--- src/rtl/l2_tcdm_bist_pkg.sv ---
// Types, constants and the pattern generator shared by the L2 TCDM BIST master.
//   state_e      : controller states
//   mode_e       : test mode selected at start
//   pattern_e    : data pattern selected at start
//   BE_ALL       : full-word byte enable
//   pattern_data : expected/write data for a given byte address
package l2_tcdm_bist_pkg;

    typedef enum logic [2:0] {
        ST_IDLE,
        ST_WRITE,
        ST_WR_DRAIN,
        ST_READ,
        ST_RD_DRAIN,
        ST_DONE
    } state_e;

    typedef enum logic [1:0] {
        MODE_WR_CHK   = 2'd0,
        MODE_WR_ONLY  = 2'd1,
        MODE_CHK_ONLY = 2'd2,
        MODE_RSVD     = 2'd3
    } mode_e;

    typedef enum logic [1:0] {
        PAT_ZERO  = 2'd0,
        PAT_ONES  = 2'd1,
        PAT_ADDR  = 2'd2,
        PAT_NADDR = 2'd3
    } pattern_e;

    localparam logic [3:0] BE_ALL = 4'hF;

    function automatic logic [31:0] pattern_data(input pattern_e pat, input logic [31:0] addr);
        logic [31:0] data;
        case (pat)
            PAT_ZERO:  data = '0;
            PAT_ONES:  data = '1;
            PAT_ADDR:  data = addr;
            PAT_NADDR: data = ~addr;
            default:   data = '0;
        endcase
        return data;
    endfunction

endpackage

--- src/rtl/l2_tcdm_bist_master.sv ---
// TCDM initiator running a write-then-read-back memory test over a programmable
// address range, counting data mismatches and response errors.
//   clk_i/rst_ni          : clock, asynchronous active-low reset
//   start_i, mode_i, pattern_i, base_addr_i, num_words_i : test setup, sampled on start
//   busy_o, done_o        : status (done_o is a one-cycle pulse)
//   err_cnt_o             : saturating error count
//   first_err_addr_o      : address of first error (valid when err_cnt_o != 0)
//   req_o/add_o/wen_o/wdata_o/be_o, gnt_i : TCDM request channel
//   r_valid_i/r_rdata_i/r_opc_i           : TCDM in-order response channel
module l2_tcdm_bist_master
    import l2_tcdm_bist_pkg::*;
#(
    parameter int unsigned CNT_W           = 20,
    parameter int unsigned ADDR_STRIDE     = 4,
    parameter int unsigned MAX_OUTSTANDING = 2,
    parameter int unsigned ERR_W           = 16
) (
    input  logic             clk_i,
    input  logic             rst_ni,
    input  logic             start_i,
    input  logic [1:0]       mode_i,
    input  logic [1:0]       pattern_i,
    input  logic [31:0]      base_addr_i,
    input  logic [CNT_W-1:0] num_words_i,
    output logic             busy_o,
    output logic             done_o,
    output logic [ERR_W-1:0] err_cnt_o,
    output logic [31:0]      first_err_addr_o,
    output logic             req_o,
    output logic [31:0]      add_o,
    output logic             wen_o,
    output logic [31:0]      wdata_o,
    output logic [3:0]       be_o,
    input  logic             gnt_i,
    input  logic             r_valid_i,
    input  logic [31:0]      r_rdata_i,
    input  logic             r_opc_i
);

    localparam int unsigned OUT_W = $clog2(MAX_OUTSTANDING + 1);

    state_e             state_q, state_d;
    mode_e              mode_q, mode_d;
    pattern_e           pat_q, pat_d;
    logic [31:0]        base_q, base_d;
    logic [CNT_W-1:0]   num_q, num_d;
    logic [CNT_W-1:0]   idx_q, idx_d;
    logic [CNT_W-1:0]   ridx_q, ridx_d;
    logic [OUT_W-1:0]   out_q, out_d;
    logic [ERR_W-1:0]   err_q, err_d;
    logic [31:0]        ferr_q, ferr_d;

    logic        issue_st, accept, last_issue;
    logic        rsp_active, stray, rsp_ok, rsp_is_read, rsp_err;
    logic [31:0] rsp_addr;

    assign issue_st   = (state_q == ST_WRITE) || (state_q == ST_READ);
    assign req_o      = issue_st && (out_q < OUT_W'(MAX_OUTSTANDING));
    assign accept     = req_o && gnt_i;
    assign last_issue = (idx_q == num_q - CNT_W'(1));

    // Request fields derive from registered state only, so they hold while stalled.
    assign add_o   = base_q + 32'(idx_q) * 32'(ADDR_STRIDE);
    assign wen_o   = (state_q != ST_WRITE);
    assign wdata_o = pattern_data(pat_q, add_o);
    assign be_o    = BE_ALL;

    assign busy_o           = (state_q != ST_IDLE);
    assign done_o           = (state_q == ST_DONE);
    assign err_cnt_o        = err_q;
    assign first_err_addr_o = ferr_q;

    // Write responses are fully drained before reads start, so the state alone
    // tells whether a response belongs to a read.
    assign rsp_addr    = base_q + 32'(ridx_q) * 32'(ADDR_STRIDE);
    assign rsp_active  = r_valid_i && (state_q != ST_IDLE) && (state_q != ST_DONE);
    assign stray       = rsp_active && (out_q == '0);
    assign rsp_ok      = rsp_active && !stray;
    assign rsp_is_read = (state_q == ST_READ) || (state_q == ST_RD_DRAIN);
    assign rsp_err     = stray || r_opc_i ||
                         (rsp_is_read && (r_rdata_i != pattern_data(pat_q, rsp_addr)));

    always_comb begin
        state_d = state_q;
        mode_d  = mode_q;
        pat_d   = pat_q;
        base_d  = base_q;
        num_d   = num_q;
        idx_d   = idx_q;
        ridx_d  = ridx_q;
        out_d   = out_q;
        err_d   = err_q;
        ferr_d  = ferr_q;

        if (accept && !rsp_ok) begin
            out_d = out_q + OUT_W'(1);
        end else if (!accept && rsp_ok) begin
            out_d = out_q - OUT_W'(1);
        end

        if (rsp_ok) begin
            ridx_d = ridx_q + CNT_W'(1);
        end

        if (rsp_active && rsp_err) begin
            if (err_q != '1) begin
                err_d = err_q + ERR_W'(1);
            end
            if (err_q == '0) begin
                ferr_d = rsp_addr;
            end
        end

        case (state_q)
            ST_IDLE: begin
                if (start_i) begin
                    mode_d = mode_e'(mode_i);
                    pat_d  = pattern_e'(pattern_i);
                    base_d = base_addr_i;
                    num_d  = num_words_i;
                    idx_d  = '0;
                    ridx_d = '0;
                    err_d  = '0;
                    ferr_d = '0;
                    if (num_words_i == '0) begin
                        state_d = ST_DONE;
                    end else if (mode_e'(mode_i) == MODE_CHK_ONLY) begin
                        state_d = ST_READ;
                    end else begin
                        state_d = ST_WRITE;
                    end
                end
            end
            ST_WRITE: begin
                if (accept) begin
                    if (last_issue) begin
                        idx_d   = '0;
                        state_d = ST_WR_DRAIN;
                    end else begin
                        idx_d = idx_q + CNT_W'(1);
                    end
                end
            end
            // Drains look at the next outstanding count so done follows the
            // final response by one cycle.
            ST_WR_DRAIN: begin
                if (out_d == '0) begin
                    ridx_d  = '0;
                    state_d = (mode_q == MODE_WR_ONLY) ? ST_DONE : ST_READ;
                end
            end
            ST_READ: begin
                if (accept) begin
                    if (last_issue) begin
                        idx_d   = '0;
                        state_d = ST_RD_DRAIN;
                    end else begin
                        idx_d = idx_q + CNT_W'(1);
                    end
                end
            end
            ST_RD_DRAIN: begin
                if (out_d == '0) begin
                    state_d = ST_DONE;
                end
            end
            ST_DONE: begin
                state_d = ST_IDLE;
            end
            default: begin
                state_d = ST_IDLE;
            end
        endcase
    end

    always_ff @(posedge clk_i or negedge rst_ni) begin
        if (!rst_ni) begin
            state_q <= ST_IDLE;
            mode_q  <= MODE_WR_CHK;
            pat_q   <= PAT_ZERO;
            base_q  <= '0;
            num_q   <= '0;
            idx_q   <= '0;
            ridx_q  <= '0;
            out_q   <= '0;
            err_q   <= '0;
            ferr_q  <= '0;
        end else begin
            state_q <= state_d;
            mode_q  <= mode_d;
            pat_q   <= pat_d;
            base_q  <= base_d;
            num_q   <= num_d;
            idx_q   <= idx_d;
            ridx_q  <= ridx_d;
            out_q   <= out_d;
            err_q   <= err_d;
            ferr_q  <= ferr_d;
        end
    end

endmodule

--- config.mk ---
export PLATFORM = sky130hd
export DESIGN_NAME = l2_tcdm_bist_master
export DESIGN_NICKNAME = d
export VERILOG_FILES = /design/src/rtl/l2_tcdm_bist_pkg.sv /design/src/rtl/l2_tcdm_bist_master.sv
export SDC_FILE = /design/constraint.sdc
export NUM_CORES = 1
export LEC_CHECK = 0
export ABC_AREA = 1
export ABC_CLOCK_PERIOD_IN_PS = 4800
export CAP_MARGIN = 10
export CELL_PAD_IN_SITES_DETAIL_PLACEMENT = 1
export CELL_PAD_IN_SITES_GLOBAL_PLACEMENT = 1
export CORE_AREA = 2 2 180 182
export CTS_CLUSTER_DIAMETER = 150
export DETAILED_ROUTE_END_ITERATION = 6
export DIE_AREA = 0 0 182 184
export PLACE_DENSITY_LB_ADDON = 0.1
export RECOVER_POWER = 100
export SKIP_LAST_GASP = 1
export SLEW_MARGIN = 20
export SYNTH_ARGS = -nofsm -noshare
export SYNTH_HDL_FRONTEND = slang
export SYNTH_SLANG_ARGS = --single-unit
--- constraint.sdc ---
create_clock -name clk_i -period 4.8 [get_ports clk_i]
set_input_delay 1.2 -clock clk_i [delete_from_list [all_inputs] [get_ports clk_i]]
set_output_delay 1.2 -clock clk_i [all_outputs]
set_load 0.01 [all_outputs]
==> run metrics, run 1 <==
Worst Skew 0.01150 ns; first-pass GRT wire length 72200 um; HP Class flop to flop; share of cells above drive strength 1 6.882%; Critical path buffers and inverters 3; RSZ-0062 raised after global routing true; reg2reg end first_err_addr_o[0]; Power Density 604.5 nW/um^2; top routing layer used met4; port bufs 209; ant diodes 0; synthesized flop and latch total 149; metal1 wirelength 20820 um; power share of the clock group 14.9%; largest net degree at the start of global routing 87; First-pass DRT Iterations 5; violated checks max-capacitance violations, max-slew violations; WL met2 22230 um; CP endpoint kind primary output; gr ovfl total 0; highest clock rate 212.9 MHz; vias after detailed routing 13270; register share of total power 23.3%; Final setup violation count 0; max-cap violation count 3; r2r worst-path depth 19; vias in the first global route 13610; Yosys warning total 0; Synth Flop Type dfrtp_1; area grow syn2layout 26.85%; Synth top area share 30.02%; WL met3 1490 um; Critical Path Slowest Stage Cell dfrtp_1; maximum vdd drop 0.3725 mV; number of synthesized flops with an enable pin 0; CTS Sinks 149; dominant cell type by area after synthesis dfrtp_1; status complete, but fails checks; final WL 45450 um; Synth async-reset ratio 100.0%; gpl congestion 0.9310; Internal 4828 uW; Reg2Reg Setup Slack 0.68 ns; critical path class flop to primary output; Final ANT Viol Nets 0; critical path's largest stage delay 0.43 ns; CP max FO 4; syn avg cell area 6.396 um^2; htree depth 4; Yosys cell types 49; WL per Instance 17.70 um; DRC 0; setup TNS 0 ns; Die Footprint 33490 um^2; Row Count 65; initial antenna violation count 0; Final Cycle Share 97.87%; worst r2r src pat_q[0]; final net count 2294; Worst Path Arrival 3.50 ns; actual slew at the worst max-slew pin 2.216 ns; Switch Pwr 4698 uW; hold depth 2; design area 15760 um^2; Die X 182 um; Die Y 184 um; all-layer global routing usage 27.35%; ranking of synthesized cells by area dfrtp_1, nand2_1, inv_1; CP Data Required Time 3.60 ns; Ports 214; crit-path cells ha_4 > nand3_1 > nand2_2 > nand2_1 > o211ai_1 > nand3_1 > nand2_2 > a21boi_0 > o31ai_1 > buf_4 > nand3_1 > o21ai_4 > nand2_2 > xor2_2 > buf_4 > nand2_1 > o21ai_0 > clkdlybuf4s15_1; routed vias/inst 5.170; Hold EP num_q[19]; Critical Path Start Type flop; clock transition at the registers of the reported paths 0.07 ns; Final Max Slew Viols 245; CTS max path bufs 2; First DRT Iteration DRCs 682; Min-Delay Startpoint num_q[19]; post-synthesis sequential area ratio 30.02%; CTS buffer count 17; Clock Latency Late Sink 0.45 ns; leakage power 0.008221 uW; area post-placement 14920 um^2; Final min period 4.698 ns; Slew headroom -47.72%; top cell family by delay on the critical path simple AND/OR/NAND/NOR gates; Initial Utilization 39.57%; Synth Cell Area 12420 um^2; Fin. Hold Viols 0; core area 31390 um^2; Synth Instances 1942; DP Wirelength 35350 um; combinational share of power 61.8%; CTS tree yes; switch share 49.32%; CTS Root Cell clkbuf_16
==> cell usage after synthesis (2+ instances only) <==
| master | number |
|---|---|
| buf_6 | 5 |
| inv_2 | 7 |
| a21oi_1 | 58 |
| ha_1 | 46 |
| buf_4 | 7 |
| nand3_1 | 156 |
| a21oi_2 | 3 |
| buf_2 | 8 |
| o211ai_1 | 7 |
| o21ai_0 | 78 |
| nor3_2 | 4 |
| nor2_1 | 174 |
| and3_1 | 2 |
| nand2_2 | 17 |
| nor3b_1 | 4 |
| a31oi_1 | 6 |
| or2_2 | 2 |
| dfrtp_1 | 149 |
| fa_1 | 2 |
| nand4_1 | 57 |
| a21boi_0 | 2 |
| xor2_1 | 75 |
| nor4_4 | 2 |
| inv_1 | 266 |
| nor4_1 | 12 |
| o21ai_2 | 2 |
| o31ai_1 | 2 |
| xnor2_1 | 23 |
| clkbuf_1 | 30 |
| o21bai_1 | 4 |
| nor2_4 | 2 |
| nand2_1 | 649 |
| nor2_2 | 4 |
| buf_1 | 8 |
| nand3b_1 | 18 |
| nor3_1 | 38 |
==> power groups by stage <==
stage               clock (uW)  combinational, uW  sequential, uW
floorplan                    0               3440            2130
global placement             0               5740            2210
detailed placement           0               5890            2230
CTS                       1440               5930            2220
global route              1490               6550            2290
finish                    1420               5880            2220
==> cells by family after synthesis <==
group,Yosys count,synth area share (%)
compound gates,167,7.333
buf+inv,331,10.60
other cells,1,0.03019
xor+xnor,98,6.910
fa+ha+maj,48,4.956
flops,149,30.02
simple gates,1148,40.16
==> area by class of cell <==
cell class / instances / area, um^2
clock inverters: 14 / 165.2
multi-input cells: 1465 / 7564
flip-flops and latches: 149 / 3734
clock buffers: 18 / 439.2
well taps: 402 / 503.0
inverters: 273 / 1025
fillers: 4173 / 15640
repair buffers: 246 / 2328
==> registers in the layout, indices dropped and copies added (netlist names) <==
signal and count:
state_q 3, out_q 2, err_cnt_o 16, mode_q 2, base_q 32, num_q 20, first_err_addr_o 32, ridx_q 20
pat_q 2, idx_q 20
==> through the flow <==
step	total power [uW]	worst slack, ns	util, %	std cells	hold WS (ns)
6_report	9526	0.1020	50.20	2567	0.5015
5_1_grt	10330	-0.1809	50.20	2567	0.5319
4_1_cts	9597	-0.1126	49.89	2556	0.5056
3_5_place_dp	8122	0.005006	47.54	2519	0.4885
3_3_place_gp	7951	0.09605	47.54	2519	0.4745
2_1_floorplan	5571	0.9319	-	1945	0.4623
==> placed cells by master (no fill, tap or decap), types with 3 or more instances in the layout <==
cell / count
nand3b_1: 18
nand4_1: 57
xor2_1: 66
clkbuf_16: 17
nor3_1: 35
o21bai_1: 4
conb_1: 4
clkbuf_2: 8
buf_4: 32
clkdlybuf4s50_1: 127
inv_1: 267
nor3_2: 6
inv_8: 3
o21ai_0: 77
inv_2: 5
o211ai_1: 7
a31oi_1: 6
ha_4: 5
clkinvlp_4: 3
ha_1: 40
dfrtp_2: 4
nor3b_1: 4
nor2_1: 177
nand3_1: 156
dlymetal6s2s_1: 7
nor4_1: 13
dlygate4sd2_1: 8
a21oi_2: 4
nand2_1: 643
inv_6: 4
xor2_2: 9
xnor2_1: 23
nand2_2: 22
dfrtp_1: 145
dlygate4sd3_1: 58
a21oi_1: 57
nor2_2: 3
==> how the worst max path moves through the flow <==
stage / from / to / slack (ns) / depth (start not counted)
3_3_place_gp: base_q[6] / wdata_o[28] / 0.1 / 15
5_1_grt: base_q[3] / wdata_o[29] / -0.18 / 18
6_report: base_q[4] / wdata_o[29] / 0.10 / 18
3_5_place_dp: base_q[6] / wdata_o[28] / 0.005 / 15
4_1_cts: base_q[2] / wdata_o[22] / -0.11 / 16
2_1_floorplan: idx_q[4] / wdata_o[28] / 0.93 / 14
==> repair_timing <==
action / 4_1_cts / 5_1_grt
hold buffers: 0 / 0
pin swaps: 6 / 10
setup endpoints to repair: 24 / 30
resized for setup: 39 / 39
buffers inserted: 5 / 11
==> metal layers <==
layer	track usage [%]	up-vias
met2	48.26	241
met4	7.935	0
li1	-	6563
met1	35.10	6428
met5	0	-
met3	3.427	40
==> worst reg2reg max path: stages, from the launching register on <==
cell and delay, ns:
dfrtp_1 0.47, clkbuf_1 1.04, nand2_1 0.12, a21boi_0 0.20, xor2_1 0.18, nand2_1 0.08
nor2_1 0.11, nand2_1 0.07, nor2_1 0.17, nand3_1 0.09, nor2_1 0.21, nand2_1 0.08
nor2_1 0.11, nand2_1 0.10, nand2_2 0.08, nand2_4 0.14, nand3_2 0.49, nand2_1 0.14
inv_1 0.10, nor2_1 0.05
No activity file was read; power rests on OpenSTA's default activity.
==> run 2: changes to the inputs <==
ABC_AREA = not set   (was 1)
CORE_AREA = 2 2 178 180   (was 2 2 180 182)
DIE_AREA = 0 0 180 182   (was 0 0 182 184)
==> run 2 against run 1 <==
  * Area after synthesis fell by 2.2%
  * Sequential share of layout area fell by 0.28 points
  * The run ends with max-capacitance violations, max-slew violations, negative setup slack left
  * Sequential cell count did not move
  * Sequential power rose by 3%
  * Power fell by 4.6%
  * Via count fell by 7.6%
  * Die area fell by 2.2%
  * Clock skew rose by 0.0036 ns
  * Critical path depth fell by 1
  * Cell count fell by 15%
  * Register-to-register slack got worse by 0.47 ns
==> run metrics, run 2 <==
WL per Instance 19.98 um; Initial Utilization 39.22%; fin worst setup slack -0.01450 ns; Fin. Hold Viols 0; Synth Cell Area 12150 um^2; core area 30990 um^2; critical path class flop to primary output; clock transition at the registers of the reported paths 0.07 ns; dominant cell type by area after synthesis dfrtp_1; Synth top area share 30.68%; # fillers 3727; ant diodes 0; port bufs 209; DP Wirelength 33110 um; Hold Buf Count CTS 0; Setup WS pre-CTS -0.2286 ns; ranking of synthesized cells by area dfrtp_1, nand2_1, xnor2_1; r2r worst-path depth 15; Hold EP first_err_addr_o[5]; actual slew at the worst max-slew pin 2.652 ns; Synth async-reset ratio 100.0%; Final min period 4.814 ns; Final Max Slew Viols 221; synthesized flop and latch total 149; first-pass GRT wire length 68850 um; initial antenna violation count 0; final net count 1918; HP Class flop to flop; final WL 43770 um; commonest non-fill, non-tap cell in the layout nand2_1; CTS Sinks 149; CTS buffer count 17; CP max FO 5; gr ovfl total 0; all-layer global routing usage 26.38%; most frequent cell after synthesis nand2_1; Worst Skew 0.01509 ns; status complete, but fails checks; Min-Delay Startpoint first_err_addr_o[5]; Die Y 182 um; most instantiated cells after synthesis nand2_1, dfrtp_1, nor2_1, xnor2_1, xor2_1; RSZ-0062 raised after global routing true; max-cap violation count 3; multi-input combinational cell area 8130 um^2; Die Footprint 32760 um^2; Final Cycle Share 100.3%; Slew headroom -76.83%; reg2reg end err_cnt_o[1]; Yosys warning total 0; post-synthesis sequential area ratio 30.68%; Final setup violation count 1; Synth Instances 1520; Die X 180 um; Final ANT Viol Nets 0; Synth Flop Type dfrtp_1; syn avg cell area 7.995 um^2; DRC 0; share of cells above drive strength 1 12.41%; CTS tree yes; Row Count 65; maximum vdd drop 0.3186 mV; CTS Root Cell clkbuf_16; final core utilization 51.47%; number of synthesized flops with an enable pin 0; Ports 214; Yosys cell types 91; CP endpoint kind primary output; Clock Latency Late Sink 0.45 ns; htree depth 4; worst r2r src base_q[4]; highest clock rate 207.7 MHz; vias after detailed routing 12260; Sequential cell area 3734 um^2; hold depth 2; vias in the first global route 12620; CTS max path bufs 2; violated checks max-capacitance violations, max-slew violations, negative setup slack; First DRT Iteration DRCs 609; Worst Path Arrival 3.61 ns; Power Density 569.5 nW/um^2; gpl congestion 0.8610; CP Data Required Time 3.60 ns; Critical Path Start Type flop; most frequent cells in the layout nand2_1, dfrtp_1, clkdlybuf4s50_1, nor2_1, buf_4; Reg2Reg Setup Slack 0.21 ns; largest net degree at the start of global routing 100; leakage power 0.007333 uW; area grow syn2layout 31.25%; First-pass DRT Iterations 5; routed vias/inst 5.597; final hold slack 0.5257 ns
==> run 2: report_power, final <==
| group | total (uW) | internal (uW) | switching [uW] | leakage (uW) |
|---|---|---|---|---|
| Clock | 1530 | 907 | 619 | 0.000315 |
| Combinational | 5270 | 2410 | 2870 | 0.00506 |
| Sequential | 2280 | 1650 | 636 | 0.00196 |
==> run 2: through the flow <==
stage                     std cells  power (uW)  TNS [ns]  instance area, um^2
after floorplan                1523        5221         0                12160
after global placement         2139        7479  -0.04652                15060
after detailed placement       2139        7607   -0.9698                15060
after CTS                      2182        9141   -0.1823                15850
after global routing           2191        9737    -2.360                15950
final                          2191        9083  -0.01450                15950
==> run 2: layer usage <==
layer	track usage [%]	wire length, um	up-vias
li1	-	-	5864
met5	0	0	-
met4	7.447	892	0
met2	46.22	21780	240
met3	3.650	1390	47
met1	33.93	19700	6113
==> run 2: area by class of cell <==
type                            instances  share of cell area (%)
Inverter                               37                  0.8708
Timing Repair Buffer                  315                   17.53
Clock inverter                         13                   1.216
Multi-Input combinational cell       1256                   50.98
Tap cell                              402                   3.154
Sequential cell                       149                   23.41
Clock buffer                           19                   2.840
==> run 2: worst max-delay path: stages, from the launching register on <==
cell and delay [ns]:
dfrtp_1 0.39, ha_2 0.21, fa_2 0.39, a21o_1 0.18
a21oi_2 0.18, nand2b_4 0.15, a21o_1 0.12, o211ai_1 0.18
nand3_1 0.15, nand4_1 0.11, o211ai_1 0.11, buf_4 0.21
nor2_2 0.06, xnor2_2 0.20, buf_4 0.15, nand2_1 0.06
xnor2_1 0.16, buf_2 0.15
==> run 2: cell families (layout without fill, tap and decap cells) <==
group	count (synthesis)	in the layout	synth area share [%]
AO/OA/AOI/OAI	278	278	15.54
multiplexers	52	52	4.397
AND/OR/NAND/NOR	712	712	28.29
flip-flops	149	149	30.68
buffers and inverters	118	384	4.201
XOR/XNOR	162	162	11.79
other	1	4	0.03086
adder cells (fa/ha/maj)	48	48	5.066
==> run 2: what timing repair did <==
item                       4_1_cts  5_1_grt
buffers inserted                11       10
gates resized for setup         60       49
setup endpoints to repair       34       53
pin swaps                       15       19
==> run 2: how the worst max path moves through the flow <==
stage	slack, ns	startpoint	end
6_report	-0.01	idx_q[0]	wdata_o[30]
3_3_place_gp	-0.03	base_q[3]	wdata_o[31]
4_1_cts	-0.09	idx_q[1]	wdata_o[28]
5_1_grt	-0.24	idx_q[0]	wdata_o[28]
3_5_place_dp	-0.23	base_q[3]	wdata_o[31]
2_1_floorplan	0.54	idx_q[1]	wdata_o[31]
==> run 3: changes to the inputs <==
ABC_CLOCK_PERIOD_IN_PS = 4200   (was 4800)
CORE_AREA = 2 2 170 172   (was 2 2 178 180)
DIE_AREA = 0 0 172 174   (was 0 0 180 182)
DONT_BUFFER_PORTS = 1   (was not set)
clock period = 4.2 ns   (was 4.8 ns; I/O delays follow)
==> run 3 against run 2 <==
  * The run still ends with max-capacitance violations, max-slew violations, negative setup slack left
  * Sequential cell count unchanged
  * Register-to-register slack worse by 0.55 ns
  * Critical path depth down 2
  * Power up 9.7%
==> run metrics, run 3 (synthesized netlist as in run 2, its figures left out) <==
status complete, but fails checks; violated checks max-capacitance violations, max-slew violations, negative setup slack; all-layer global routing usage 28.29%; CTS Root Cell clkbuf_16; fin worst setup slack -0.3519 ns; Ports 214; metal1 wirelength 18990 um; dpl cells 1969; WL met2 20780 um; Initial Utilization 43.03%; Die X 172 um; Worst Path Arrival 3.50 ns; WL met3 1895 um; commonest non-fill, non-tap cell in the layout nand2_1; Final Cycle Share 108.4%; Final min period 4.552 ns; final core utilization 52.84%; most frequent cells in the layout nand2_1, dfrtp_1, buf_4, nor2_1, xnor2_1; critical path class flop to primary output; max-cap violation count 1; CTS tree yes; Final ANT Viol Nets 0; Final setup violation count 74; top routing layer used met4; r2r worst-path depth 20; gpl congestion 0.8670; CTS Sinks 149; WL per Instance 21.11 um; Clock Latency Late Sink 0.45 ns; clock transition at the registers of the reported paths 0.07 ns; share of cells above drive strength 1 20.06%; area grow syn2layout 22.80%; core area 28240 um^2; Setup WS pre-CTS -0.1189 ns; Final Max Slew Viols 27; Slew headroom -18.73%; first-pass GRT wire length 66230 um; setup TNS -16.57 ns; Critical Path Start Type flop; largest net degree at the start of global routing 150; final WL 42940 um; vias after detailed routing 11760; vias in the first global route 12150; htree depth 4; area post-placement 13390 um^2; # fillers 3372; Worst Skew 0.01378 ns; Die Y 174 um; initial antenna violation count 0; RSZ-0062 raised after global routing true; actual slew at the worst max-slew pin 1.780 ns; CTS buffer count 17; Row Count 62; CP max FO 4; port bufs 0; Non-Filler Instances 2034; maximum vdd drop 0.3005 mV; ant diodes 0; final net count 1779; First-pass DRT Iterations 4; Die Footprint 29930 um^2; HP Class input pin to async pin; Power Density 667.7 nW/um^2; CP Data Required Time 3.15 ns; routed vias/inst 5.780; DRC 0; design area 14920 um^2; Hold Buf Count CTS 0; highest clock rate 219.7 MHz; CTS max path bufs 2; DP Wirelength 32210 um; Fin. Hold Viols 0; CP endpoint kind primary output; First DRT Iteration DRCs 591; gr ovfl total 0; leakage power 0.006823 uW
[run 3: per-layer routing]
metal,GRT usage (%),vias up
met5,0,-
met4,10.26,0
met1,36.07,5840
met2,47.66,260
met3,5.168,75
li1,-,5582
[run 3: path summary, 6_finish.rpt]
check / start / end / slack (ns)
hold / removal: rst_ni / first_err_addr_o[1] / 0.30
min in group clk_i: num_q[19] / num_q[19] / 0.51
setup / recovery: base_q[3] / wdata_o[23] / -0.35
max in group asynchronous: rst_ni / base_q[4] / 3.47
setup reg to reg: base_q[2] / first_err_addr_o[7] / -0.34
hold reg to reg: num_q[19] / num_q[19] / 0.51
[run 3: area by class of cell]
class | instances | area (um^2) | area share, %
clock buffers | 20 | 466.7 | 3.128
clock inverters | 12 | 141.4 | 0.9475
inverters | 37 | 138.9 | 0.9307
multi-input cells | 1256 | 8503 | 56.98
flip-flops and latches | 149 | 3735 | 25.03
well taps | 384 | 480.5 | 3.220
repair buffers | 176 | 1456 | 9.760
[run 3: what timing repair did]
action                                  4_1_cts  5_1_grt
cloned                                        2        0
pin swaps                                    40       53
endpoints found under the setup margin       72       83
buffers inserted                             18       19
resized for setup                            76       61
[run 3: critical path: stages (launching register included)]
cell       delay (ns)
dfrtp_1          0.38
ha_1             0.29
a21o_1           0.20
a21oi_2          0.17
nor2b_1          0.08
o21ai_2          0.15
a211oi_2         0.11
o31ai_2          0.29
a211oi_2         0.14
o2111ai_2        0.30
buf_6            0.20
buf_6            0.11
nand2_4          0.05
nand2_4          0.14
mux2i_4          0.26
xnor2_2          0.18
[run 3: where the power goes]
part / total [uW] / switching (uW) / internal, uW
Clock: 1650 / 713 / 933
Combinational: 5690 / 3270 / 2420
Sequential: 2630 / 743 / 1890
[run 3: through the flow]
step | hold WS (ns) | power [uW]
after floorplan | 0.4652 | 5967
after global placement | 0.5070 | 7658
after detailed placement | 0.5033 | 7793
after CTS | 0.2857 | 9769
after global routing | 0.2825 | 10630
final | 0.2951 | 9964
